===== src/rtl/usb_send_pkg.sv =====
// usb_send_pkg: shared constants and types for the full-speed USB transmit path.
//   - PID nibbles, SYNC byte, CRC16 polynomial/initial/residual values
//   - default clk_48 cycles per USB bit
//   - transmit FSM state encoding and PID byte helper
package usb_send_pkg;

  localparam int USB_BIT_CLKS = 4;  // 12 Mb/s from 48 MHz

  localparam logic [7:0] USB_SYNC = 8'h80;  // LSB first: 0000_0001

  // Token / data / handshake PIDs (low nibble; the byte carries ~pid above).
  localparam logic [3:0] PID_OUT   = 4'h1;
  localparam logic [3:0] PID_IN    = 4'h9;
  localparam logic [3:0] PID_SOF   = 4'h5;
  localparam logic [3:0] PID_SETUP = 4'hD;
  localparam logic [3:0] PID_DATA0 = 4'h3;
  localparam logic [3:0] PID_DATA1 = 4'hB;
  localparam logic [3:0] PID_ACK   = 4'h2;
  localparam logic [3:0] PID_NAK   = 4'hA;
  localparam logic [3:0] PID_STALL = 4'hE;

  // CRC16 x^16+x^15+x^2+1. The shifter runs LSB-first, so the reflected
  // polynomial is what the hardware uses; residual is given in the same form.
  localparam logic [15:0] CRC16_POLY      = 16'h8005;
  localparam logic [15:0] CRC16_POLY_REFL = 16'hA001;
  localparam logic [15:0] CRC16_INIT      = 16'hFFFF;
  localparam logic [15:0] CRC16_RESIDUAL  = 16'hB001;

  typedef enum logic [2:0] {
    ST_IDLE,
    ST_SYNC,
    ST_PID,
    ST_DATA,
    ST_CRC,
    ST_EOP_SE0,
    ST_EOP_J
  } tx_state_t;

  function automatic logic [7:0] pid_byte(input logic [3:0] pid);
    return {~pid, pid};
  endfunction

endpackage


===== src/rtl/usb_send_if.sv =====
// usb_send_if: endpoint-side request/data handshake plus pad drive of the
// USB transmitter.
//   master : endpoint logic (drives tx_start/tx_pid/tx_crc16/tx_data/tx_data_valid)
//   slave  : usb_send      (drives tx_data_get/tx_busy/tx_done/tx_en/tx_j/tx_se0)
interface usb_send_if;
  logic       tx_start;
  logic [3:0] tx_pid;
  logic       tx_crc16;
  logic [7:0] tx_data;
  logic       tx_data_valid;
  logic       tx_data_get;
  logic       tx_busy;
  logic       tx_done;
  logic       tx_en;
  logic       tx_j;
  logic       tx_se0;

  modport master (
    output tx_start, tx_pid, tx_crc16, tx_data, tx_data_valid,
    input  tx_data_get, tx_busy, tx_done, tx_en, tx_j, tx_se0
  );

  modport slave (
    input  tx_start, tx_pid, tx_crc16, tx_data, tx_data_valid,
    output tx_data_get, tx_busy, tx_done, tx_en, tx_j, tx_se0
  );
endinterface


===== src/rtl/usb_crc16.sv =====
// usb_crc16: serial USB CRC16, LSB-first data.
//   clk, rst_n : clock / async active-low reset
//   init       : reload the initial value (packet start)
//   en, din    : shift one data bit into the remainder
//   dump       : shift the remainder out one bit (after the payload)
//   out        : complemented remainder bit currently due on the wire
module usb_crc16
  import usb_send_pkg::*;
(
  input  logic clk,
  input  logic rst_n,
  input  logic init,
  input  logic en,
  input  logic din,
  input  logic dump,
  output logic out
);

  logic [15:0] rem_q;

  always_ff @(posedge clk or negedge rst_n) begin
    if (!rst_n)     rem_q <= CRC16_INIT;
    else if (init)  rem_q <= CRC16_INIT;
    else if (en)    rem_q <= (rem_q >> 1) ^ ((din ^ rem_q[0]) ? CRC16_POLY_REFL : 16'h0000);
    else if (dump)  rem_q <= {1'b1, rem_q[15:1]};
  end

  // Low remainder bit leaves first, complemented, so the receiver's
  // running CRC lands on the residual.
  assign out = ~rem_q[0];

endmodule


===== src/rtl/usb_tx_nrzi_stuff.sv =====
// usb_tx_nrzi_stuff: bit stuffer and NRZI encoder for the transmit path.
//   init   : restart from idle J with an empty ones run (packet start)
//   shift  : present the next bit this cycle (bit_in, or a stuff 0 if stalled)
//   bit_in : raw (pre-NRZI) bit
//   stall  : six 1s have gone out; the next shift carries a stuffed 0
//   line_j : NRZI line level, 1 = J
module usb_tx_nrzi_stuff (
  input  logic clk,
  input  logic rst_n,
  input  logic init,
  input  logic shift,
  input  logic bit_in,
  output logic stall,
  output logic line_j
);

  logic       j_q;
  logic [2:0] ones_q;
  logic       base_j;
  logic [2:0] base_ones;

  // init and the first shift happen together, so start from J / zero run.
  assign base_j    = init ? 1'b1 : j_q;
  assign base_ones = init ? 3'd0 : ones_q;
  assign stall     = (ones_q == 3'd6);
  assign line_j    = j_q;

  always_ff @(posedge clk or negedge rst_n) begin
    if (!rst_n) begin
      j_q    <= 1'b1;
      ones_q <= 3'd0;
    end else if (shift) begin
      if (base_ones == 3'd6) begin
        j_q    <= ~base_j;           // stuffed 0 toggles the line
        ones_q <= 3'd0;
      end else if (bit_in) begin
        j_q    <= base_j;
        ones_q <= base_ones + 3'd1;
      end else begin
        j_q    <= ~base_j;
        ones_q <= 3'd0;
      end
    end
  end

endmodule


===== src/rtl/usb_send.sv =====
// usb_send: full-speed USB packet transmitter.
// Sends SYNC, PID byte, streamed payload, optional CRC16, then EOP, with
// bit stuffing and NRZI, one bit per BIT_CLKS cycles of clk_48.
//   clk_48, rst_n : clock / async active-low reset (aborts a packet at once)
//   bus (slave)   : tx_start/tx_pid/tx_crc16 request, tx_data/tx_data_valid/
//                   tx_data_get byte stream, tx_busy/tx_done status,
//                   tx_en/tx_j/tx_se0 pad drive
module usb_send
  import usb_send_pkg::*;
#(
  parameter int BIT_CLKS = USB_BIT_CLKS
) (
  input  logic        clk_48,
  input  logic        rst_n,
  usb_send_if.slave   bus
);

  localparam int CW = (BIT_CLKS > 2) ? $clog2(BIT_CLKS) : 1;

  tx_state_t      state_q, nxt_state;
  logic [3:0]     idx_q, nxt_idx;       // bit within current byte / CRC
  logic [7:0]     shreg_q, nxt_shreg;   // byte on the wire, bit 0 = current
  logic [3:0]     pid_q;
  logic           crc16_q;
  logic [CW-1:0]  cnt_q;
  logic           done_q;

  logic busy, in_tx, accept, strobe, adv;
  logic nxt_has_bit, nxt_bit, src_data, src_crc, fetch;
  logic stall, line_j, crc_out;
  logic nrzi_init, nrzi_shift, nrzi_bit, crc_en, crc_dump;

  assign busy   = (state_q != ST_IDLE);
  assign in_tx  = (state_q == ST_SYNC) || (state_q == ST_PID) ||
                  (state_q == ST_DATA) || (state_q == ST_CRC);
  // The tx_done cycle is still part of the packet from the caller's view.
  assign accept = bus.tx_start && (state_q == ST_IDLE) && !done_q;
  assign strobe = busy && (cnt_q == CW'(BIT_CLKS - 1));
  // A stuffed bit holds the sequencer, the byte fetch and the CRC.
  assign adv    = strobe && !(stall && in_tx);

  // State register
  always_ff @(posedge clk_48 or negedge rst_n) begin
    if (!rst_n) begin
      state_q <= ST_IDLE;
      idx_q   <= 4'd0;
      shreg_q <= 8'h00;
      pid_q   <= 4'h0;
      crc16_q <= 1'b0;
      cnt_q   <= '0;
      done_q  <= 1'b0;
    end else begin
      done_q <= 1'b0;
      if (accept) begin
        state_q <= ST_SYNC;
        idx_q   <= 4'd0;
        shreg_q <= USB_SYNC;
        pid_q   <= bus.tx_pid;
        crc16_q <= bus.tx_crc16;
        cnt_q   <= '0;
      end else if (busy) begin
        cnt_q <= strobe ? '0 : cnt_q + CW'(1);
        if (adv) begin
          state_q <= nxt_state;
          idx_q   <= nxt_idx;
          shreg_q <= nxt_shreg;
          if (state_q == ST_EOP_J) done_q <= 1'b1;
        end
      end
    end
  end

  // Next state: where the sequencer goes and which raw bit it presents
  // when the current bit time ends without a stuff.
  always_comb begin
    nxt_state   = state_q;
    nxt_idx     = idx_q;
    nxt_shreg   = shreg_q;
    nxt_has_bit = 1'b0;
    nxt_bit     = 1'b0;
    src_data    = 1'b0;
    src_crc     = 1'b0;
    fetch       = 1'b0;
    case (state_q)
      ST_SYNC, ST_PID, ST_DATA: begin
        if (idx_q != 4'd7) begin
          nxt_idx     = idx_q + 4'd1;
          nxt_shreg   = {1'b0, shreg_q[7:1]};
          nxt_has_bit = 1'b1;
          nxt_bit     = shreg_q[1];
          src_data    = (state_q == ST_DATA);
        end else if (state_q == ST_SYNC) begin
          nxt_state   = ST_PID;
          nxt_idx     = 4'd0;
          nxt_shreg   = pid_byte(pid_q);
          nxt_has_bit = 1'b1;
          nxt_bit     = nxt_shreg[0];
        end else begin
          // Last bit of PID or payload byte: pull the next byte or finish.
          fetch   = 1'b1;
          nxt_idx = 4'd0;
          if (bus.tx_data_valid) begin
            nxt_state   = ST_DATA;
            nxt_shreg   = bus.tx_data;
            nxt_has_bit = 1'b1;
            nxt_bit     = bus.tx_data[0];
            src_data    = 1'b1;
          end else if (crc16_q) begin
            nxt_state   = ST_CRC;
            nxt_has_bit = 1'b1;
            nxt_bit     = crc_out;
            src_crc     = 1'b1;
          end else begin
            nxt_state = ST_EOP_SE0;
          end
        end
      end
      ST_CRC: begin
        if (idx_q != 4'd15) begin
          nxt_idx     = idx_q + 4'd1;
          nxt_has_bit = 1'b1;
          nxt_bit     = crc_out;
          src_crc     = 1'b1;
        end else begin
          nxt_state = ST_EOP_SE0;
          nxt_idx   = 4'd0;
        end
      end
      ST_EOP_SE0: begin
        if (idx_q == 4'd0) nxt_idx = 4'd1;
        else begin
          nxt_state = ST_EOP_J;
          nxt_idx   = 4'd0;
        end
      end
      ST_EOP_J: nxt_state = ST_IDLE;
      default: ;
    endcase
  end

  // Outputs and datapath strobes
  always_comb begin
    nrzi_init = accept;
    // Stuff bits and data bits both shift the encoder; entering EOP does not.
    nrzi_shift = accept || (strobe && in_tx && (stall || nxt_has_bit));
    nrzi_bit   = accept ? USB_SYNC[0] : nxt_bit;
    crc_en     = adv && src_data;
    crc_dump   = adv && src_crc;

    bus.tx_data_get = adv && fetch && bus.tx_data_valid;
    bus.tx_busy     = busy;
    bus.tx_done     = done_q;
    bus.tx_en       = busy;
    bus.tx_se0      = (state_q == ST_EOP_SE0);
    bus.tx_j        = in_tx ? line_j : 1'b1;
  end

  usb_tx_nrzi_stuff u_nrzi (
    .clk    (clk_48),
    .rst_n  (rst_n),
    .init   (nrzi_init),
    .shift  (nrzi_shift),
    .bit_in (nrzi_bit),
    .stall  (stall),
    .line_j (line_j)
  );

  usb_crc16 u_crc (
    .clk   (clk_48),
    .rst_n (rst_n),
    .init  (accept),
    .en    (crc_en),
    .din   (nxt_bit),
    .dump  (crc_dump),
    .out   (crc_out)
  );

endmodule


===== src/flat_wrapper.sv =====
// flat-port wrapper written by rule: the top's interface ports become plain ports
module usb_send_flat import usb_send_pkg::*;
#(
  parameter int BIT_CLKS = USB_BIT_CLKS
)
  (clk_48, rst_n, bus_tx_start, bus_tx_pid, bus_tx_crc16, bus_tx_data, bus_tx_data_valid, bus_tx_data_get, bus_tx_busy, bus_tx_done, bus_tx_en, bus_tx_j, bus_tx_se0);
  usb_send_if bus_i ();
  input  logic clk_48;
  input  logic rst_n;
  input wire logic [$bits(bus_i.tx_start)-1:0] bus_tx_start;
  input wire logic [$bits(bus_i.tx_pid)-1:0] bus_tx_pid;
  input wire logic [$bits(bus_i.tx_crc16)-1:0] bus_tx_crc16;
  input wire logic [$bits(bus_i.tx_data)-1:0] bus_tx_data;
  input wire logic [$bits(bus_i.tx_data_valid)-1:0] bus_tx_data_valid;
  output wire logic [$bits(bus_i.tx_data_get)-1:0] bus_tx_data_get;
  output wire logic [$bits(bus_i.tx_busy)-1:0] bus_tx_busy;
  output wire logic [$bits(bus_i.tx_done)-1:0] bus_tx_done;
  output wire logic [$bits(bus_i.tx_en)-1:0] bus_tx_en;
  output wire logic [$bits(bus_i.tx_j)-1:0] bus_tx_j;
  output wire logic [$bits(bus_i.tx_se0)-1:0] bus_tx_se0;
  assign bus_i.tx_start = bus_tx_start;
  assign bus_i.tx_pid = bus_tx_pid;
  assign bus_i.tx_crc16 = bus_tx_crc16;
  assign bus_i.tx_data = bus_tx_data;
  assign bus_i.tx_data_valid = bus_tx_data_valid;
  assign bus_tx_data_get = bus_i.tx_data_get;
  assign bus_tx_busy = bus_i.tx_busy;
  assign bus_tx_done = bus_i.tx_done;
  assign bus_tx_en = bus_i.tx_en;
  assign bus_tx_j = bus_i.tx_j;
  assign bus_tx_se0 = bus_i.tx_se0;
  usb_send #(.BIT_CLKS(BIT_CLKS)) u_core (.clk_48(clk_48), .rst_n(rst_n), .bus(bus_i));
endmodule

===== config.mk =====
export PLATFORM = sky130hd
export DESIGN_NAME = usb_send_flat
export DESIGN_NICKNAME = d
export VERILOG_FILES = /design/src/rtl/usb_send_pkg.sv /design/src/rtl/usb_send_if.sv /design/src/rtl/usb_crc16.sv /design/src/rtl/usb_tx_nrzi_stuff.sv /design/src/rtl/usb_send.sv /design/src/flat_wrapper.sv
export SDC_FILE = /design/constraint.sdc
export NUM_CORES = 1
export LEC_CHECK = 0
export CORE_MARGIN = 2
export CORE_UTILIZATION = 61
export DETAILED_ROUTE_END_ITERATION = 8
export GPL_TIMING_DRIVEN = 0
export PLACE_DENSITY_LB_ADDON = 0.05
export SLEW_MARGIN = 10
export SYNTH_ARGS = -nofsm -noshare
export SYNTH_HDL_FRONTEND = slang
export SYNTH_SLANG_ARGS = --single-unit

===== constraint.sdc =====
create_clock -name clk_48 -period 4 [get_ports clk_48]
set_input_delay 0.4 -clock clk_48 [delete_from_list [all_inputs] [get_ports clk_48]]
set_output_delay 0.4 -clock clk_48 [all_outputs]
set_load 0.1 [all_outputs]

## Yosys cells after proc, flatten, opt, wreduce, memory -nomap -nowiden

Index checks and enable logic that the tools add are counted.

- Equal/unequal tests: 14
- Bitwise logic cells: 5
- Mux-type cells: 66
- Reductions and logical operators: 32
- Add/sub/neg operators: 3

Operators with widths:

| kind | number |
|---|---|
| two-way mux 16 bit | 4 |
| two-way mux 8 bit | 7 |
| two-way mux 3 bit | 11 |
| two-way mux 1 bit | 31 |
| two-way mux 4 bit | 5 |
| XOR 15 x 16 -> 16 bit | 1 |
| equality test 3 bit, second input constant | 5 |
| case mux 3 bit (4 select lines) | 1 |
| case mux 4 bit (3 select lines) | 1 |
| logical AND 1 bit | 11 |
| inequality test 3 x 2 -> 1 bit, second input constant | 3 |
| nonzero test 4 bit | 2 |
| equality test 3 x 2 -> 1 bit, second input constant | 2 |
| two-way mux 2 bit | 3 |
| case mux 1 bit (2 select lines) | 3 |
| AND reduction 6 bit | 1 |
| nonzero test 2 bit | 3 |
| nonzero test 3 bit | 2 |
| logical OR 1 bit | 5 |
| nonzero test 5 bit | 1 |
| adder 4 x 1 -> 4 bit, second input constant | 1 |
| logical NOT 4 bit | 1 |
| inequality test 4 x 3 -> 1 bit, second input constant | 1 |
| inequality test 4 bit, second input constant | 1 |
| other kinds (12) | 14 |

- Input bits: 17
- Logic and storage cells: 130
- Register bits: 43
- Output and inout bits: 6

## Depth between registers and ports, before layout

- Depth in word-level cells: 11
- Depth in mapped cells: 13
- Gate-level depth less buffers: 11

## Cells and area by module

A second synthesis with hierarchy kept.

- Cell total of the unflattened synthesis: 282
- Area, all modules: 2,600.0 um2

By module, submodules not included:

| module | instances | area an instance (um2) | sequential area each (um2) | cells each |
|---|---|---|---|---|
| usb_send | 1 | 1,498.9 | 550.5 | 172 |
| usb_crc16 | 1 | 839.6 | 420.4 | 80 |
| usb_tx_nrzi_stuff | 1 | 261.5 | 101.3 | 30 |

## Worst setup path after synthesis

No wires, ideal clock.

- Kind: register -> register
- Start point: reg u_core.state_q[0]
- End point: reg u_core.u_nrzi.ones_q[2]
- Required time: 3.913 ns
- Stages on the path, launching flop included: 14
- Data arrival time: 2.817 ns
- Buffers on the path: 2
- Path slack: 1.097 ns
- Period minus slack after synthesis: 2.903 ns
- Setup time: 0.087 ns
- Path through: dfrtp_1 or2_2 clkbuf_1 nor2_1 inv_2 or2_2 clkbuf_1 nand2_1 inv_1 ha_1 a21oi_1 o21ai_1 or3_1 o211ai_1

- Elaborated cells on any way between the ends: 29
- Classes of those cells: 1 x add/sub; 5 x eq/ne; 10 x mux; 13 x reduce/logical

RTL lines:

| element | line | RTL |
|---|---|---|
| start: declaration | usb_send.sv:20 | `tx_state_t state_q, nxt_state;` |
| start signal: assignment | usb_send.sv:64 | `state_q <= nxt_state;` |
| nonzero test 3 bit | usb_send.sv:33 | `assign busy = (state_q != ST_IDLE);` |
| net bus_tx_busy | flat_wrapper.sv:16 | `output wire logic [$bits(bus_i.tx_busy)-1:0] bus_tx_busy;` |
| logical AND 1 bit | usb_send.sv:38 | `assign strobe = busy && (cnt_q == CW'(BIT_CLKS - 1));` |
| logical AND 1 bit (2 in series) | usb_send.sv:145 | `nrzi_shift = accept \|\| (strobe && in_tx && (stall \|\| nxt_has_bit));` |
| logical OR 1 bit | usb_send.sv:145 |  |
| end signal: assignment | usb_tx_nrzi_stuff.sv:38 | `ones_q <= base_ones + 3'd1;` |
| end: declaration | usb_tx_nrzi_stuff.sv:18 | `logic [2:0] ones_q;` |

The timed path passes the listed nets, and every way through them passes these cells.
A chain may end at the register's enable or synchronous reset.

## Final worst setup path

- Start point: reg u_core.idx_q[0]
- End point: out bus_tx_data_get

- Longest elaborated chain between the ends: 5

Ends and longest elaborated chain:

| element | line | RTL |
|---|---|---|
| start: declaration | usb_send.sv:21 | `logic [3:0] idx_q, nxt_idx;` |
| start signal: assignment | usb_send.sv:65 | `idx_q <= nxt_idx;` |
| inequality test 4 x 3 -> 1 bit | usb_send.sv:86 | `if (idx_q != 4'd7) begin` |
| two-way mux 1 bit | usb_send.sv:86 |  |
| two-way mux 1 bit | usb_send.sv:84 | `case (state_q)` |
| logical AND 1 bit (2 in series) | usb_send.sv:150 | `bus.tx_data_get = adv && fetch && bus.tx_data_valid;` |
| end: declaration | flat_wrapper.sv:15 | `output wire logic [$bits(bus_i.tx_data_get)-1:0] bus_tx_data_get;` |

Every way passes these cells.

==> results.cfg <==
[finish]
nFillCells = 283
drive_gt1_share_pct = 16.1
register_area_um2 = 1070
multi_input_area_um2 = 1210
postLayoutCoreUtil_pct = 75.3
area_delta_synth_final_pct = 17.3
n_antenna_cell = 0
design_area_um2 = 2800
fin_cells = 334
final_nets = 307

[placement]
place_area_um2 = 2690
dp.cells = 326
dp_hpwl_mm = 3.64
portBuffers = 22
pre_cts_ws_ns = 0.989
gp_congestion = 0.903

[synth]
synth_top_cell_by_area = dfrtp_1
synth_edf_count = 0
synthArstFlopShare_pct = 100
ys.flop_type = dfrtp_1
syn-cell-area_um2 = 2390
synth_top_area_share_pct = 26.2
ys.warnings.count = 0
netlist_instances = 255
syn_avg_cell_area_um2 = 9.36
ys_types = 63
synth_area_leaders = dfrtp_1 (26%), dfstp_2 (19%), nand2_1 (7.1%), mux2i_1 (6.3%), nor2_1 (3.0%)
ys_ff_latch = 42
ys_seq_area_share_pct = 44.9
syn-num-nets = 277

[worst_setup_path]
cpPeakStageDelay_ns = 1.16
critPathSlowestCell = clkdlybuf4s50_1
reg2reg_depth = 13
startpoint = u_core.idx_q[0]$_DFFE_PN0P_
r2r-start = u_core.state_q[0]$_DFFE_PN0P_
worstPathCellList = ha_1, and3b_1, buf_2, nand3_1, nor2_1, clkdlybuf4s50_1
reg2reg_to = u_core.u_nrzi.ones_q[2]$_DFFE_PN0P_
path_max_fanout = 10
cp.depth = 6
critPathRequiredTime_ns = 3.60
startpoint_type = flop
crit_family = buffers and inverters
critical_path.endpoint = bus_tx_data_get
reg2reg_slack_ns = 0.96
crit_arrival_ns = 2.95
crit_buf_inv = 2
crit_type = flop to primary output
end_kind = primary output

[grt]
grt_usage_pct = 25.5
antenna_found_initial = 0
grt_max_degree = 24
grt_pass1_wl_mm = 8.64
grt_pass1_vias = 1926
overflow = 0

[clock_tree]
cts_max_path_buffers = 2
cts_setup_buffers = 0
clock-root-buffer = clkbuf_8
h-tree-depth = 2
clkLatencyLatePin_ns = 0.30
cts_resized = 0
path_clk_slew_ns = 0.08
clock-sinks = 42
numCtsBuffers = 5
cts_tree = done
hold_buffers = 0

[timing]
fin_ws_ns = 0.646
setup_viol = 0
final.period_utilization_pct = 83.8
finClkSkew_ns = 0.0106
fin_crit_ns = 3.35
fmax_ghz = 0.298
finalHoldViolations = 0
relSlewSlack_pct = 35.3
tightest_slew_ns = 0.968
tns_ns = 0
rsz0062_at_grt = no
maxSlewViolCount = 0

[routing]
viasPerCell = 6.00
routed_wl_mm = 4.90
vias = 2005
drt_pass1_iterations = 4
ant_nets = 0
wl_per_cell_um = 14.7
drcViolationCount = 0
drt_iter0_drc = 151

[min_path]
hold_path.class = input pin to async pin

[run_status]
status = finished, final reports clean

[power]
p_leak_uw = 0.00123
p_per_area_nw_per_um2 = 653
vdd_ir_drop_max_uv = 380

[floorplan]
die_x_um = 66.5
num_io_pins = 23
initial_utilization_pct = 64.2
die_h_um = 66.5
coreArea_um2 = 3720
die_area_um2 = 4430
fp-row-count = 22

[run]
cap_violations = 0
==> cells in the mapped netlist, types with 3 or more instances <==
library cell	count
dfrtp_1	25
a21oi_1	12
clkbuf_1	6
o21ai_1	3
ha_1	5
mux2i_1	15
nand2_1	45
o31ai_1	3
nand3_1	11
inv_1	8
or2_2	4
dfstp_2	17
buf_2	3
nor2_1	19
o211ai_1	6
o21ai_0	14
==> worst min path at each step <==
stage | cells after the start | end | slack, ns | from
after global placement | 1 | u_core.u_nrzi.ones_q[0]$_DFFE_PN0P_ | 0.47 | u_core.u_nrzi.ones_q[0]$_DFFE_PN0P_
after floorplan | 0 | u_core.bus.tx_done$_DFF_PN0_ | 0.10 | rst_n
after global routing | 1 | u_core.state_q[1]$_DFFE_PN0P_ | 0.10 | rst_n
after CTS | 1 | u_core.state_q[1]$_DFFE_PN0P_ | 0.07 | rst_n
after detailed placement | 1 | u_core.cnt_q[0]$_DFFE_PN0N_ | 0.39 | rst_n
final | 1 | u_core.state_q[1]$_DFFE_PN0P_ | 0.06 | rst_n
==> kinds of logic (layout without fill, tap and decap cells) <==
family | Yosys count | after routing | share of synthesized area (%)
simple gates | 107 | 107 | 23.0
buf+inv | 22 | 53 | 4.40
mux | 17 | 17 | 7.34
compound gates | 61 | 61 | 17.3
flops | 42 | 42 | 44.9
xor+xnor | 1 | 1 | 0.367
fa+ha+maj | 5 | 5 | 2.62
==> registers in the layout, indices dropped and copies added, names as in the netlist <==
name	count
u_core.pid_q	4
u_core.cnt_q	2
u_core.u_nrzi.line_j	1
u_core.u_crc.rem_q	16
u_core.idx_q	4
u_core.state_q	3
u_core.crc16_q	1
u_core.bus.tx_done	1
u_core.u_nrzi.ones_q	3
u_core.shreg_q	7
==> final cells by class <==
cell class | instances | area share, %
Tap cell | 48 | 2.15
Clock buffer | 6 | 2.59
Inverter | 9 | 1.21
Buffer | 13 | 2.55
Clock inverter | 2 | 1.34
Sequential cell | 42 | 38.3
Multi-Input combinational cell | 191 | 43.2
Timing Repair Buffer | 23 | 8.67
==> metal layers <==
| metal | part of all wire [%] | routed length, um | global-route usage, % |
|---|---|---|---|
| met1 | 45 | 2200 | 33.4 |
| met2 | 49 | 2410 | 42.9 |
| met3 | 5.4 | 263 | 5.41 |
| met4 | 0.65 | 32 | 6.89 |
| met5 | 0 | 0 | 0 |
==> stage by stage <==
step / hold WS (ns) / total power, uW
3_5_place_dp: 0.395 / 1500
6_report: 0.0628 / 1830
4_1_cts: 0.0736 / 1840
2_1_floorplan: 0.104 / 1310
5_1_grt: 0.102 / 1960
3_3_place_gp: 0.469 / 1470
==> where the power goes <==
part,switching (uW),total (uW),internal (uW)
Clock,147,333,186
Combinational,447,738,291
Sequential,115,757,641
==> cell usage in the layout (no fill, tap or decap), types with 2 or more instances in the layout <==
master	Yosys	final
o21ai_1	3	3
ha_1	5	5
a21oi_1	12	12
clkdlybuf4s50_1	0	21
or3b_1	2	2
clkbuf_8	0	5
o21ai_0	14	14
nand4_1	2	2
nor2_1	19	19
nor2b_1	2	2
dfrtp_1	25	25
o31ai_1	3	3
or2_2	4	4
inv_1	8	8
nand3_1	11	11
nor3_1	2	2
clkbuf_1	6	7
dfstp_2	17	17
nand3b_1	2	2
o211ai_1	6	6
buf_6	2	2
and3_1	2	2
a22oi_1	2	2
nand2b_1	2	2
a31oi_1	2	2
o22a_1	2	2
o22ai_1	2	2
buf_2	3	4
nand2_1	45	45
mux2i_1	15	15
Note: power is estimated with default switching activity, not from simulation.
